## src/rtl/cpu_types_pkg.sv

```systemverilog
// Shared types for the cache/memory bus: RAM handshake state and bus widths.
package cpu_types_pkg;

    localparam int unsigned WORD_W = 32;
    localparam int unsigned WDOG_W = 8;

    typedef logic [WORD_W-1:0] word_t;

    typedef enum logic [1:0] {
        FREE   = 2'd0,
        BUSY   = 2'd1,
        ACCESS = 2'd2,
        ERROR  = 2'd3
    } ramstate_t;

    // RAM signalled a failed access
    function automatic logic is_ram_error(input ramstate_t s);
        return s == ERROR;
    endfunction

endpackage

```

## src/rtl/caches_if.sv

```systemverilog
// Cache-side request/response handshake plus the single RAM port behind it.
interface caches_if;
    import cpu_types_pkg::*;

    logic      iREN;
    word_t     iaddr;
    logic      iwait;
    word_t     iload;

    logic      dREN;
    logic      dWEN;
    word_t     daddr;
    word_t     dstore;
    logic      dwait;
    word_t     dload;

    logic      ramREN;
    logic      ramWEN;
    word_t     ramaddr;
    word_t     ramstore;
    word_t     ramload;
    ramstate_t ramstate;

    // Caches and RAM model side
    modport master (
        output iREN, iaddr, dREN, dWEN, daddr, dstore, ramload, ramstate,
        input  iwait, iload, dwait, dload, ramREN, ramWEN, ramaddr, ramstore
    );

    // Memory controller side
    modport slave (
        input  iREN, iaddr, dREN, dWEN, daddr, dstore, ramload, ramstate,
        output iwait, iload, dwait, dload, ramREN, ramWEN, ramaddr, ramstore
    );

endinterface

```

## src/rtl/wait_timer.sv

```systemverilog
// Stall watchdog: counts grant cycles without RAM progress and flags expiry.
module wait_timer
    import cpu_types_pkg::*;
#(
    parameter int unsigned TIMEOUT = 255
) (
    input  logic clk,
    input  logic rst_n,
    input  logic i_clr,
    input  logic i_inc,
    output logic o_expired
);

    localparam logic [WDOG_W-1:0] LIMIT = WDOG_W'(TIMEOUT);

    logic [WDOG_W-1:0] r_count;

    // Clear wins over increment; saturate rather than wrap
    always_ff @(posedge clk or negedge rst_n) begin
        if (!rst_n) begin
            r_count <= '0;
        end else if (i_clr) begin
            r_count <= '0;
        end else if (i_inc && (r_count != '1)) begin
            r_count <= r_count + WDOG_W'(1);
        end
    end

    assign o_expired = (r_count >= LIMIT);

endmodule

```

## src/rtl/cache_mem_ctrl.sv

```systemverilog
// Arbitrates icache fetches and dcache block accesses onto one RAM port.
// Dcache has priority, a two-word dcache block is never split, and the
// icache is granted after a block's second word if it is waiting.
module cache_mem_ctrl
    import cpu_types_pkg::*;
#(
    parameter int unsigned TIMEOUT = 255,
    parameter logic [31:0] ERRWORD = 32'hBAD1BAD1
) (
    input  logic     CLK,
    input  logic     nRST,
    caches_if.slave  cif,
    output logic     mem_err
);

    typedef enum logic [1:0] {
        IDLE   = 2'd0,
        DGRANT = 2'd1,
        IGRANT = 2'd2
    } state_t;

    state_t r_state;
    state_t w_next;
    logic   w_clr;
    logic   w_inc;
    logic   w_err;
    logic   w_expired;
    logic   w_dreq;
    logic   w_access;
    logic   w_abort;
    logic   r_mem_err;

    assign w_dreq   = cif.dREN | cif.dWEN;
    assign w_access = (cif.ramstate == ACCESS);
    assign w_abort  = w_expired | is_ram_error(cif.ramstate);

    // Watchdog for the current grant
    wait_timer #(
        .TIMEOUT (TIMEOUT)
    ) u_wait_timer (
        .clk       (CLK),
        .rst_n     (nRST),
        .i_clr     (w_clr),
        .i_inc     (w_inc),
        .o_expired (w_expired)
    );

    // State register
    always_ff @(posedge CLK or negedge nRST) begin
        if (!nRST) begin
            r_state <= IDLE;
        end else begin
            r_state <= w_next;
        end
    end

    // Sticky error flag, cleared only by reset
    always_ff @(posedge CLK or negedge nRST) begin
        if (!nRST) begin
            r_mem_err <= 1'b0;
        end else if (w_err) begin
            r_mem_err <= 1'b1;
        end
    end

    assign mem_err = r_mem_err;

    // Next state, RAM strobes and cache responses
    always_comb begin
        w_next       = r_state;
        w_clr        = 1'b0;
        w_inc        = 1'b0;
        w_err        = 1'b0;
        cif.iwait    = 1'b1;
        cif.dwait    = 1'b1;
        cif.iload    = '0;
        cif.dload    = '0;
        cif.ramREN   = 1'b0;
        cif.ramWEN   = 1'b0;
        cif.ramaddr  = '0;
        cif.ramstore = '0;

        case (r_state)
            IDLE: begin
                w_clr = 1'b1;
                if (w_dreq) begin
                    w_next = DGRANT;
                end else if (cif.iREN) begin
                    w_next = IGRANT;
                end
            end

            DGRANT: begin
                if (!w_dreq) begin
                    // Request withdrawn: drop the grant without touching RAM
                    w_next = IDLE;
                end else begin
                    cif.ramaddr  = cif.daddr;
                    cif.ramstore = cif.dstore;
                    cif.ramWEN   = cif.dWEN;
                    cif.ramREN   = cif.dREN & ~cif.dWEN;
                    cif.dload    = cif.ramload;
                    if (w_abort) begin
                        cif.dwait = 1'b0;
                        cif.dload = ERRWORD;
                        w_err     = 1'b1;
                        w_next    = IDLE;
                    end else if (w_access) begin
                        cif.dwait = 1'b0;
                        w_clr     = 1'b1;
                        // Word 0 of a block keeps the grant for word 1
                        if (cif.daddr[2]) begin
                            w_next = cif.iREN ? IGRANT : IDLE;
                        end
                    end else begin
                        w_inc = 1'b1;
                    end
                end
            end

            IGRANT: begin
                if (!cif.iREN) begin
                    w_next = IDLE;
                end else begin
                    cif.ramREN  = 1'b1;
                    cif.ramaddr = cif.iaddr;
                    cif.iload   = cif.ramload;
                    if (w_abort) begin
                        cif.iwait = 1'b0;
                        cif.iload = ERRWORD;
                        w_err     = 1'b1;
                        w_next    = IDLE;
                    end else if (w_access) begin
                        cif.iwait = 1'b0;
                        w_clr     = 1'b1;
                        w_next    = w_dreq ? DGRANT : IDLE;
                    end else begin
                        w_inc = 1'b1;
                    end
                end
            end

            default: begin
                w_next = IDLE;
            end
        endcase

        if (w_next != r_state) begin
            w_clr = 1'b1;
        end
    end

endmodule

```

## src/flat_wrapper.sv

```systemverilog
// flat-port wrapper written by rule: the top's interface ports become plain ports
module cache_mem_ctrl_flat import cpu_types_pkg::*;
#(
    parameter int unsigned TIMEOUT = 255,
    parameter logic [31:0] ERRWORD = 32'hBAD1BAD1
)
  (CLK, nRST, mem_err, cif_iREN, cif_iaddr, cif_dREN, cif_dWEN, cif_daddr, cif_dstore, cif_ramload, cif_ramstate, cif_iwait, cif_iload, cif_dwait, cif_dload, cif_ramREN, cif_ramWEN, cif_ramaddr, cif_ramstore);
  caches_if cif_i ();
  input  logic CLK;
  input  logic nRST;
  output logic mem_err;
  input wire logic [$bits(cif_i.iREN)-1:0] cif_iREN;
  input wire logic [$bits(cif_i.iaddr)-1:0] cif_iaddr;
  input wire logic [$bits(cif_i.dREN)-1:0] cif_dREN;
  input wire logic [$bits(cif_i.dWEN)-1:0] cif_dWEN;
  input wire logic [$bits(cif_i.daddr)-1:0] cif_daddr;
  input wire logic [$bits(cif_i.dstore)-1:0] cif_dstore;
  input wire logic [$bits(cif_i.ramload)-1:0] cif_ramload;
  input wire logic [$bits(cif_i.ramstate)-1:0] cif_ramstate;
  output wire logic [$bits(cif_i.iwait)-1:0] cif_iwait;
  output wire logic [$bits(cif_i.iload)-1:0] cif_iload;
  output wire logic [$bits(cif_i.dwait)-1:0] cif_dwait;
  output wire logic [$bits(cif_i.dload)-1:0] cif_dload;
  output wire logic [$bits(cif_i.ramREN)-1:0] cif_ramREN;
  output wire logic [$bits(cif_i.ramWEN)-1:0] cif_ramWEN;
  output wire logic [$bits(cif_i.ramaddr)-1:0] cif_ramaddr;
  output wire logic [$bits(cif_i.ramstore)-1:0] cif_ramstore;
  assign cif_i.iREN = cif_iREN;
  assign cif_i.iaddr = cif_iaddr;
  assign cif_i.dREN = cif_dREN;
  assign cif_i.dWEN = cif_dWEN;
  assign cif_i.daddr = cif_daddr;
  assign cif_i.dstore = cif_dstore;
  assign cif_i.ramload = cif_ramload;
  assign cif_i.ramstate = cif_ramstate;
  assign cif_iwait = cif_i.iwait;
  assign cif_iload = cif_i.iload;
  assign cif_dwait = cif_i.dwait;
  assign cif_dload = cif_i.dload;
  assign cif_ramREN = cif_i.ramREN;
  assign cif_ramWEN = cif_i.ramWEN;
  assign cif_ramaddr = cif_i.ramaddr;
  assign cif_ramstore = cif_i.ramstore;
  cache_mem_ctrl #(.TIMEOUT(TIMEOUT), .ERRWORD(ERRWORD)) u_core (.CLK(CLK), .nRST(nRST), .cif(cif_i), .mem_err(mem_err));
endmodule
```

## config.mk

```make
export PLATFORM = sky130hd
export DESIGN_NAME = cache_mem_ctrl_flat
export DESIGN_NICKNAME = d
export VERILOG_FILES = /design/src/rtl/cpu_types_pkg.sv /design/src/rtl/caches_if.sv /design/src/rtl/wait_timer.sv /design/src/rtl/cache_mem_ctrl.sv /design/src/flat_wrapper.sv
export SDC_FILE = /design/constraint.sdc
export NUM_CORES = 1
export LEC_CHECK = 0
export ABC_CLOCK_PERIOD_IN_PS = 4250
export CORE_AREA = 2 2 103 105
export DETAILED_ROUTE_END_ITERATION = 8
export DIE_AREA = 0 0 105 107
export PLACE_DENSITY = 0.78
export SETUP_SLACK_MARGIN = 0.3
export SLEW_MARGIN = 20
export SYNTH_ARGS = -nofsm -noshare
export SYNTH_HDL_FRONTEND = slang
export SYNTH_SLANG_ARGS = --single-unit
```

## constraint.sdc

```tcl
create_clock -name CLK -period 4.25 [get_ports CLK]
set_input_delay 1.0625 -clock CLK [delete_from_list [all_inputs] [get_ports CLK]]
set_output_delay 1.0625 -clock CLK [all_outputs]
set_load 0.02 [all_outputs]
```

==> results of run 1 <==
-- through the flow --
stage          setup WS, ps  total power (W)
2_1_floorplan           941         0.000974
3_3_place_gp            207          0.00173
3_5_place_dp            140          0.00174
4_1_cts                 315          0.00182
5_1_grt                 303          0.00190
6_report                385          0.00179
-- power by group through the flow --
stage | combinational (W) | sequential [W] | clock, W
after CTS | 0.00158 | 0.000132 | 0.000107
after global routing | 0.00165 | 0.000134 | 0.000113
after floorplan | 0.000843 | 0.000131 | 0
final | 0.00155 | 0.000132 | 0.000107
after global placement | 0.00160 | 0.000132 | 0
after detailed placement | 0.00161 | 0.000133 | 0
-- logic make-up (layout without fill, tap and decap cells) --
| group | count (synthesis) | count (layout) | share of synthesized area, % |
|---|---|---|---|
| compound gates | 63 | 63 | 24.6 |
| xor+xnor | 6 | 6 | 2.64 |
| buf+inv | 30 | 285 | 5.79 |
| mux | 1 | 1 | 0.754 |
| fa+ha+maj | 5 | 5 | 3.14 |
| flops | 11 | 11 | 13.8 |
| simple gates | 186 | 186 | 49.2 |
-- worst max-delay path: cells and delay by family --
family                 cells  cell delay, ps
buffers and inverters      3            1340
and+or+nand+nor            3             230
AOI/OAI and AO/OA          1             160
-- state kept, by name, summed over array words and instances, names as in the netlist --
signal / count
u_core.u_wait_timer.r_count: 8
u_core.mem_err: 1
u_core.r_state: 2
-- per-layer routing --
metal	wire, µm	vias to the layer above
met4	136	0
li1	-	1566
met3	842	9
met2	5330	186
met5	0	-
met1	4310	1446
-- worst max-delay path by stage --
stage               slack, ps               to             from
floorplan                 940  cif_ramaddr[16]         cif_iREN
global placement          210   cif_ramaddr[4]         cif_iREN
detailed placement        140   cif_ramaddr[4]         cif_iREN
CTS                       320     cif_dload[0]  cif_ramstate[1]
global route              300     cif_dload[9]  cif_ramstate[1]
finish                    380     cif_dload[6]  cif_ramstate[1]
-- area by class of cell --
cell class / count / area (µm²)
clock buffers: 4 / 45.0
well taps: 136 / 170
multi-input cells: 261 / 1610
inverters: 4 / 15.0
repair buffers: 277 / 2850
flip-flops and latches: 11 / 275
fillers: 979 / 5130
-- what timing repair did --
action                     4_1_cts  5_1_grt
setup buffers                    0        0
resized for setup               32       36
setup endpoints to repair       60       36
-- placed cells by master, fill, tap and decap left out, drive strengths merged, types with 6 or more instances in the layout --
master         instances
clkdlybuf4s50        200
nor2                  64
dlymetal6s2s          36
and2                  35
nor2b                 33
a22oi                 32
dlygate4sd2           30
and3                  28
dfrtp                 11
buf                   11
nand2                 10
a211oi                 7
o21ai                  6
==> impl_metrics.csv, run 1 <==
group,metric,value,unit
grt,gr-usage-all-layers,16.7,%
synthesis,yosys.area.top_type_share,13.8,%
power_and_ir_drop,swShare,48.8,%
clock_network,postCtsHoldBufs,0,
routing,detail-route-antenna-nets,0,
cells_and_area,area_delta_synth_final,150,%
floorplan,die_h,107,µm
cells_and_area,insertedDiodeCount,0,
synthesis,yosysMostFrequentCell,"nor2_1",
synthesis,syn-mean-instance-area,6.59,µm²
sta,setup_viol,0,
clock_network,cts_sinks,11,
setup_path,timing.reg2reg.setup_slack,1210,ps
setup_path,delay_of_the_slowest_cell_on_the_worst_path,610,ps
clock_network,ctsHtreeMaxLevel,1,
setup_path,regToRegStartpoint,"u_core.r_state[0]$_DFF_PN0_",
outcome,status,"completed",
grt,globalRoute.busiestLayer,"met2",
setup_path,path_class,"input port to output port",
setup_path,critical_path_peak_fanout,20,
sta,min_period_over_period,90.9,%
sta,grt_setup_unrepaired,"false",
synthesis,ys.warnings.count,0,
setup_path,r2r.worst_path.cells,7,
synthesis,synth.lib_cells_used.distinct,40,
grt,first_pass_grt_wire_length,15400,µm
routing,route.detailed.drc,0,
power_and_ir_drop,irDropWorstVdd,0.183,mV
min_path,hp-start,"u_core.mem_err$_DFFE_PN0P_",
synthesis,postSynthNetCount,442,
cells_and_area,final_util,49.2,%
placed_design,placed_cell_area,4860,µm²
synthesis,synth_top_flop_cell,"dfrtp_1",
clock_network,cts.root.buffer_cell,"clkbuf_8",
synthesis,synth_area_leader_cell,"dfrtp_1",
grt,met3_usage,2.92,%
setup_path,timing.critical_path.cells,"clkdlybuf4s50_1 -> nand2_1 -> o21ai_1 -> buf_12 -> nor2_1 -> nor2_1 -> clkdlybuf4s50_1",
synthesis,synth-seq-cells,11,
grt,grt_start_max_net_pins,50,
power_and_ir_drop,switching_power,0.000875,W
synthesis,synthArstFlopShare,100,%
floorplan,die_w,105,µm
placed_design,dp_hpwl,8550,µm
grt,grtUsageMet1,19.9,%
synthesis,synth_enable_flop_cells,0,
clock_network,worst_setup_hold_path_clk_slew,50,ps
synthesis,postSynthCellCount,302,
sta,worst_case_clock_skew,6.48,ps
routing,routed_via_density,4.63,
sta,whs,484,ps
grt,grt_util_met2,31.3,%
grt,first_global_vias,2992,
min_path,class_of_the_worst_hold_path,"flop to flop",
power_and_ir_drop,relative_contribution_of_the_clock_network_to_total_power,6.0,%
synthesis,mapped_area,1990,µm²
clock_network,clk_latency,240,ps
sta,finalHoldViolCount,0,
sta,max_slew_margin,40.2,%
routing,dr_total_vias,3207,
routing,routed_wire_length_per_instance,15.3,µm
sta,timing.final.max_slew_violations,0,
min_path,worst_hold_path.num_cells,1,
sta,fin_crit,3870,ps
sta,max_freq,259,MHz
floorplan,core,10100,µm²
cells_and_area,finish.cell_count_without_fillers,693,
job,timing.max_cap.violations,0,
setup_path,worst_r2r_endpoint,"u_core.u_wait_timer.r_count[7]$_DFFE_PN0P_",
synthesis,synth_seq_area_share,13.8,%
grt,gr-total-overflow,0,
power_and_ir_drop,cellPowerDensity,361,nW/µm²
placed_design,port_buffers,267,
floorplan,ios,268,
floorplan,floorplan.die_area,11200,µm²
routing,drt_pre_antenna_iters,6,
cells_and_area,drive_gt1_share,4.13,%
cells_and_area,finish.instance_area,4960,µm²
setup_path,cp_data_required_time,3190,ps
setup_path,crit_path_end_kind,"output port",
synthesis,leading_cell_types_by_count_after_synthesis,"nor2_1, and2_1, nor2b_1, a22oi_1, and3_1",
clock_network,cts_tree,"yes",
grt,antenna_found_initial,0,
power_and_ir_drop,p_int,0.000916,W
placed_design,gp_congestion,0.845,
power_and_ir_drop,logic_pwr_share,86.6,%
placed_design,dp_cells,689,
setup_path,crit_path_start_kind,"input port",
synthesis,synthTopCellsByArea,"dfrtp_1, a22oi_1, nor2_1, and2_1, nor2b_1",
floorplan,initial_utilization,19.7,%
setup_path,critPathArrivalTime,2800,ps
setup_path,cell_with_the_largest_stage_delay_on_the_worst_path,"clkdlybuf4s50_1",
clock_network,number_of_clock_buffers_inserted_by_tritoncts,3,
power_and_ir_drop,share_seq_of_total_power,7.4,%
sta,tightest_slew,897,ps
sta,totalNegativeSetupSlack,0,ps
power_and_ir_drop,leakagePower,2.57,nW
floorplan,placement_rows,37,
clock_network,clk_path_buf_depth,2,
cells_and_area,final_net_count,698,
min_path,hold-path-endpoint,"u_core.mem_err$_DFFE_PN0P_",
routing,drt_iter0_drc,262,
routing,routed_wirelength,10600,µm
Note: power is estimated with default switching activity, not from simulation.
==> inputs of run 2 (changes only) <==
--- a/config.mk
+++ b/config.mk
@@ -15,3 +15,4 @@
 export SYNTH_ARGS = -nofsm -noshare
 export SYNTH_HDL_FRONTEND = slang
 export SYNTH_SLANG_ARGS = --single-unit
+export TNS_END_PERCENT = 100
==> results of run 2 <==
Same layout as run 1: the final DEF is identical, and so are final timing and power.
==> inputs of run 3 (changes only) <==
--- a/config.mk
+++ b/config.mk
@@ -6,10 +6,13 @@
 export NUM_CORES = 1
 export LEC_CHECK = 0
 export ABC_CLOCK_PERIOD_IN_PS = 4250
-export CORE_AREA = 2 2 103 105
+export CELL_PAD_IN_SITES_DETAIL_PLACEMENT = 1
+export CELL_PAD_IN_SITES_GLOBAL_PLACEMENT = 2
+export CORE_ASPECT_RATIO = 0.5
+export CORE_MARGIN = 2
+export CORE_UTILIZATION = 11
 export DETAILED_ROUTE_END_ITERATION = 8
-export DIE_AREA = 0 0 105 107
-export PLACE_DENSITY = 0.78
+export PLACE_DENSITY = 0.95
 export SETUP_SLACK_MARGIN = 0.3
 export SLEW_MARGIN = 20
 export SYNTH_ARGS = -nofsm -noshare
==> run 3 against run 2 <==
  * Combinational power up 6%
  * Final cell count up 16%
  * Worst setup slack worse by 93 ps
  * Sequential share of layout area shrank 0.30 points
  * Utilization is 19 points lower
  * Wire length grew 44%
==> impl_metrics.csv, run 3 (synthesized netlist as in run 1, its figures left out) <==
group,metric,value,unit
outcome,status,"completed",
power_and_ir_drop,cellPowerDensity,371,nW/µm²
sta,setup_viol,0,
setup_path,r2r.worst_path.cells,9,
setup_path,timing.critical_path.cells,"clkdlybuf4s50_1 -> o21a_4 -> buf_12 -> and3_1 -> clkdlybuf4s50_1",
min_path,class_of_the_worst_hold_path,"flop to flop",
sta,tightest_slew,668,ps
placed_design,dp_hpwl,12700,µm
routing,dr_total_vias,3285,
cells_and_area,drive_gt1_share,6.15,%
setup_path,cp_data_required_time,3190,ps
cells_and_area,insertedDiodeCount,0,
routing,routed_via_density,4.09,
clock_network,number_of_clock_buffers_inserted_by_tritoncts,3,
cells_and_area,area_delta_synth_final,164,%
cells_and_area,final_net_count,710,
cells_and_area,regMostFlops,"u_core.u_wait_timer.r_count",
sta,timing.final.max_slew_violations,0,
placed_design,gp_congestion,0.951,
setup_path,number_of_gates_on_the_worst_path_with_buffers_counted,5,
clock_network,cts_sinks,11,
setup_path,regToRegStartpoint,"u_core.r_state[0]$_DFF_PN0_",
setup_path,cell_with_the_largest_stage_delay_on_the_worst_path,"clkdlybuf4s50_1",
grt,gr-total-overflow,0,
power_and_ir_drop,leakagePower,3.09,nW
routing,routed_wire_length_per_instance,19.0,µm
sta,grt_setup_unrepaired,"true",
routing,detail-route-antenna-nets,0,
clock_network,postCtsHoldBufs,0,
setup_path,path_class,"input port to output port",
sta,min_period_over_period,93.1,%
routing,drt_iter0_drc,151,
floorplan,core,17500,µm²
routing,route.detailed.drc,0,
clock_network,ctsHtreeMaxLevel,1,
floorplan,die_w,194,µm
setup_path,delay_of_the_slowest_cell_on_the_worst_path,610,ps
job,timing.max_cap.violations,0,
clock_network,clk_latency,230,ps
sta,max_freq,253,MHz
floorplan,placement_rows,34,
setup_path,cp-endpoint,"cif_dload[18]",
setup_path,crit_family,"buffers and inverters",
setup_path,crit_path_start_kind,"input port",
sta,worst_case_clock_skew,0.935,ps
floorplan,floorplan.die_area,19200,µm²
routing,drt_pre_antenna_iters,4,
clock_network,cts_tree,"yes",
setup_path,timing.critical_path.buf_inv,3,
clock_network,cts.root.buffer_cell,"clkbuf_16",
sta,max_slew_margin,55.4,%
sta,totalNegativeSetupSlack,0,ps
setup_path,timing.reg2reg.setup_slack,1510,ps
cells_and_area,final_common_cell,"clkdlybuf4s50_1",
placed_design,pre_cts_ws,77.0,ps
grt,first_pass_grt_wire_length,21700,µm
clock_network,worst_setup_hold_path_clk_slew,40,ps
setup_path,crit_path_frequent_cell,"clkdlybuf4s50_1",
cells_and_area,largest_register_ffs,8,
routing,routed_wirelength,15200,µm
clock_network,clk_path_buf_depth,2,
grt,gr-usage-all-layers,14.5,%
sta,fin_crit,3960,ps
setup_path,critical_path.startpoint,"cif_dWEN",
setup_path,critical_path_peak_fanout,32,
setup_path,critPathArrivalTime,2900,ps
setup_path,worst_r2r_endpoint,"u_core.u_wait_timer.r_count[1]$_DFFE_PN0P_",
floorplan,initial_utilization,11.4,%
sta,finalHoldViolCount,0,
floorplan,die_h,99.1,µm
floorplan,ios,268,
placed_design,port_buffers,267,
grt,first_global_vias,3411,
grt,grt_start_max_net_pins,35,
power_and_ir_drop,irDropWorstVdd,0.147,mV
setup_path,crit_path_end_kind,"output port",
grt,antenna_found_initial,0,
sta,post_route_setup_slack,292,ps
cells_and_area,mostFrequentLayoutCells,"clkdlybuf4s50_1, nor2_1, dlymetal6s2s_1",
==> run 3: cell types whose count changed in the layout (fill, tap and decap cells not counted), moves of 3 or more <==
cell | previous run | this run
dlymetal6s2s_1 | 36 | 60
clkdlybuf4s50_1 | 200 | 161
dlygate4sd2_1 | 30 | 46
clkbuf_16 | 0 | 3
clkbuf_8 | 3 | 0
buf_4 | 6 | 17
==> run 3: routing by layer <==
metal	track usage, %	routed length [µm]	share of wire, %	vias up
met5	0	0	0	-
met4	2.10	225	1.5	0
met3	0.916	446	2.9	16
met2	26.2	7840	51	71
met1	19.5	6720	44	1604
li1	-	-	-	1594
==> run 3: cell type report <==
cell class | count | area (µm²)
clock buffers | 4 | 78.8
fillers | 2102 | 12300
inverters | 4 | 15.0
multi-input cells | 261 | 1610
flip-flops and latches | 11 | 275
well taps | 234 | 293
repair buffers | 289 | 2980
==> run 3: worst min-delay path by stage <==
stage / cells after the start / to / from
CTS: 1 / u_core.mem_err$_DFFE_PN0P_ / u_core.mem_err$_DFFE_PN0P_
floorplan: 2 / u_core.u_wait_timer.r_count[7]$_DFFE_PN0P_ / u_core.u_wait_timer.r_count[7]$_DFFE_PN0P_
detailed placement: 1 / u_core.mem_err$_DFFE_PN0P_ / u_core.mem_err$_DFFE_PN0P_
global placement: 1 / u_core.mem_err$_DFFE_PN0P_ / u_core.mem_err$_DFFE_PN0P_
global route: 1 / u_core.mem_err$_DFFE_PN0P_ / u_core.mem_err$_DFFE_PN0P_
finish: 1 / u_core.mem_err$_DFFE_PN0P_ / u_core.mem_err$_DFFE_PN0P_
==> run 3: per-stage QoR <==
step | std cells | power [W] | cell area [µm²] | hold slack (ps) | util (%)
floorplan | 302 | 0.000974 | 1990 | 542 | -
global placement | 797 | 0.00180 | 5050 | 460 | 28.8
detailed placement | 797 | 0.00183 | 5050 | 473 | 28.8
CTS | 801 | 0.00196 | 5080 | 492 | 29.0
global route | 803 | 0.00205 | 5250 | 499 | 29.9
finish | 803 | 0.00194 | 5250 | 491 | 29.9
==> run 3: worst reg2reg max path, stage by stage (launching register included) <==
cell and delay, ps:
dfrtp_1 460, inv_1 170, ha_1 290, and2_2 260
buf_12 180, buf_4 210, nand3_1 90, a31oi_1 270
mux2_4 390, a221oi_1 300
==> run 3: what timing repair did <==
action                     CTS  global route
hold endpoints to repair     0             0
setup endpoints to repair  117            71
pin swaps                    0             1
buffers inserted             0             2
gates cloned                 0             0
resized for setup           49            61
==> run 3: where the power goes <==
part	switching (W)	internal (W)
logic	0.000898	0.000740
registers	0.0000183	0.000116
clock network	0.0000467	0.000126
total	0.000963	0.000982
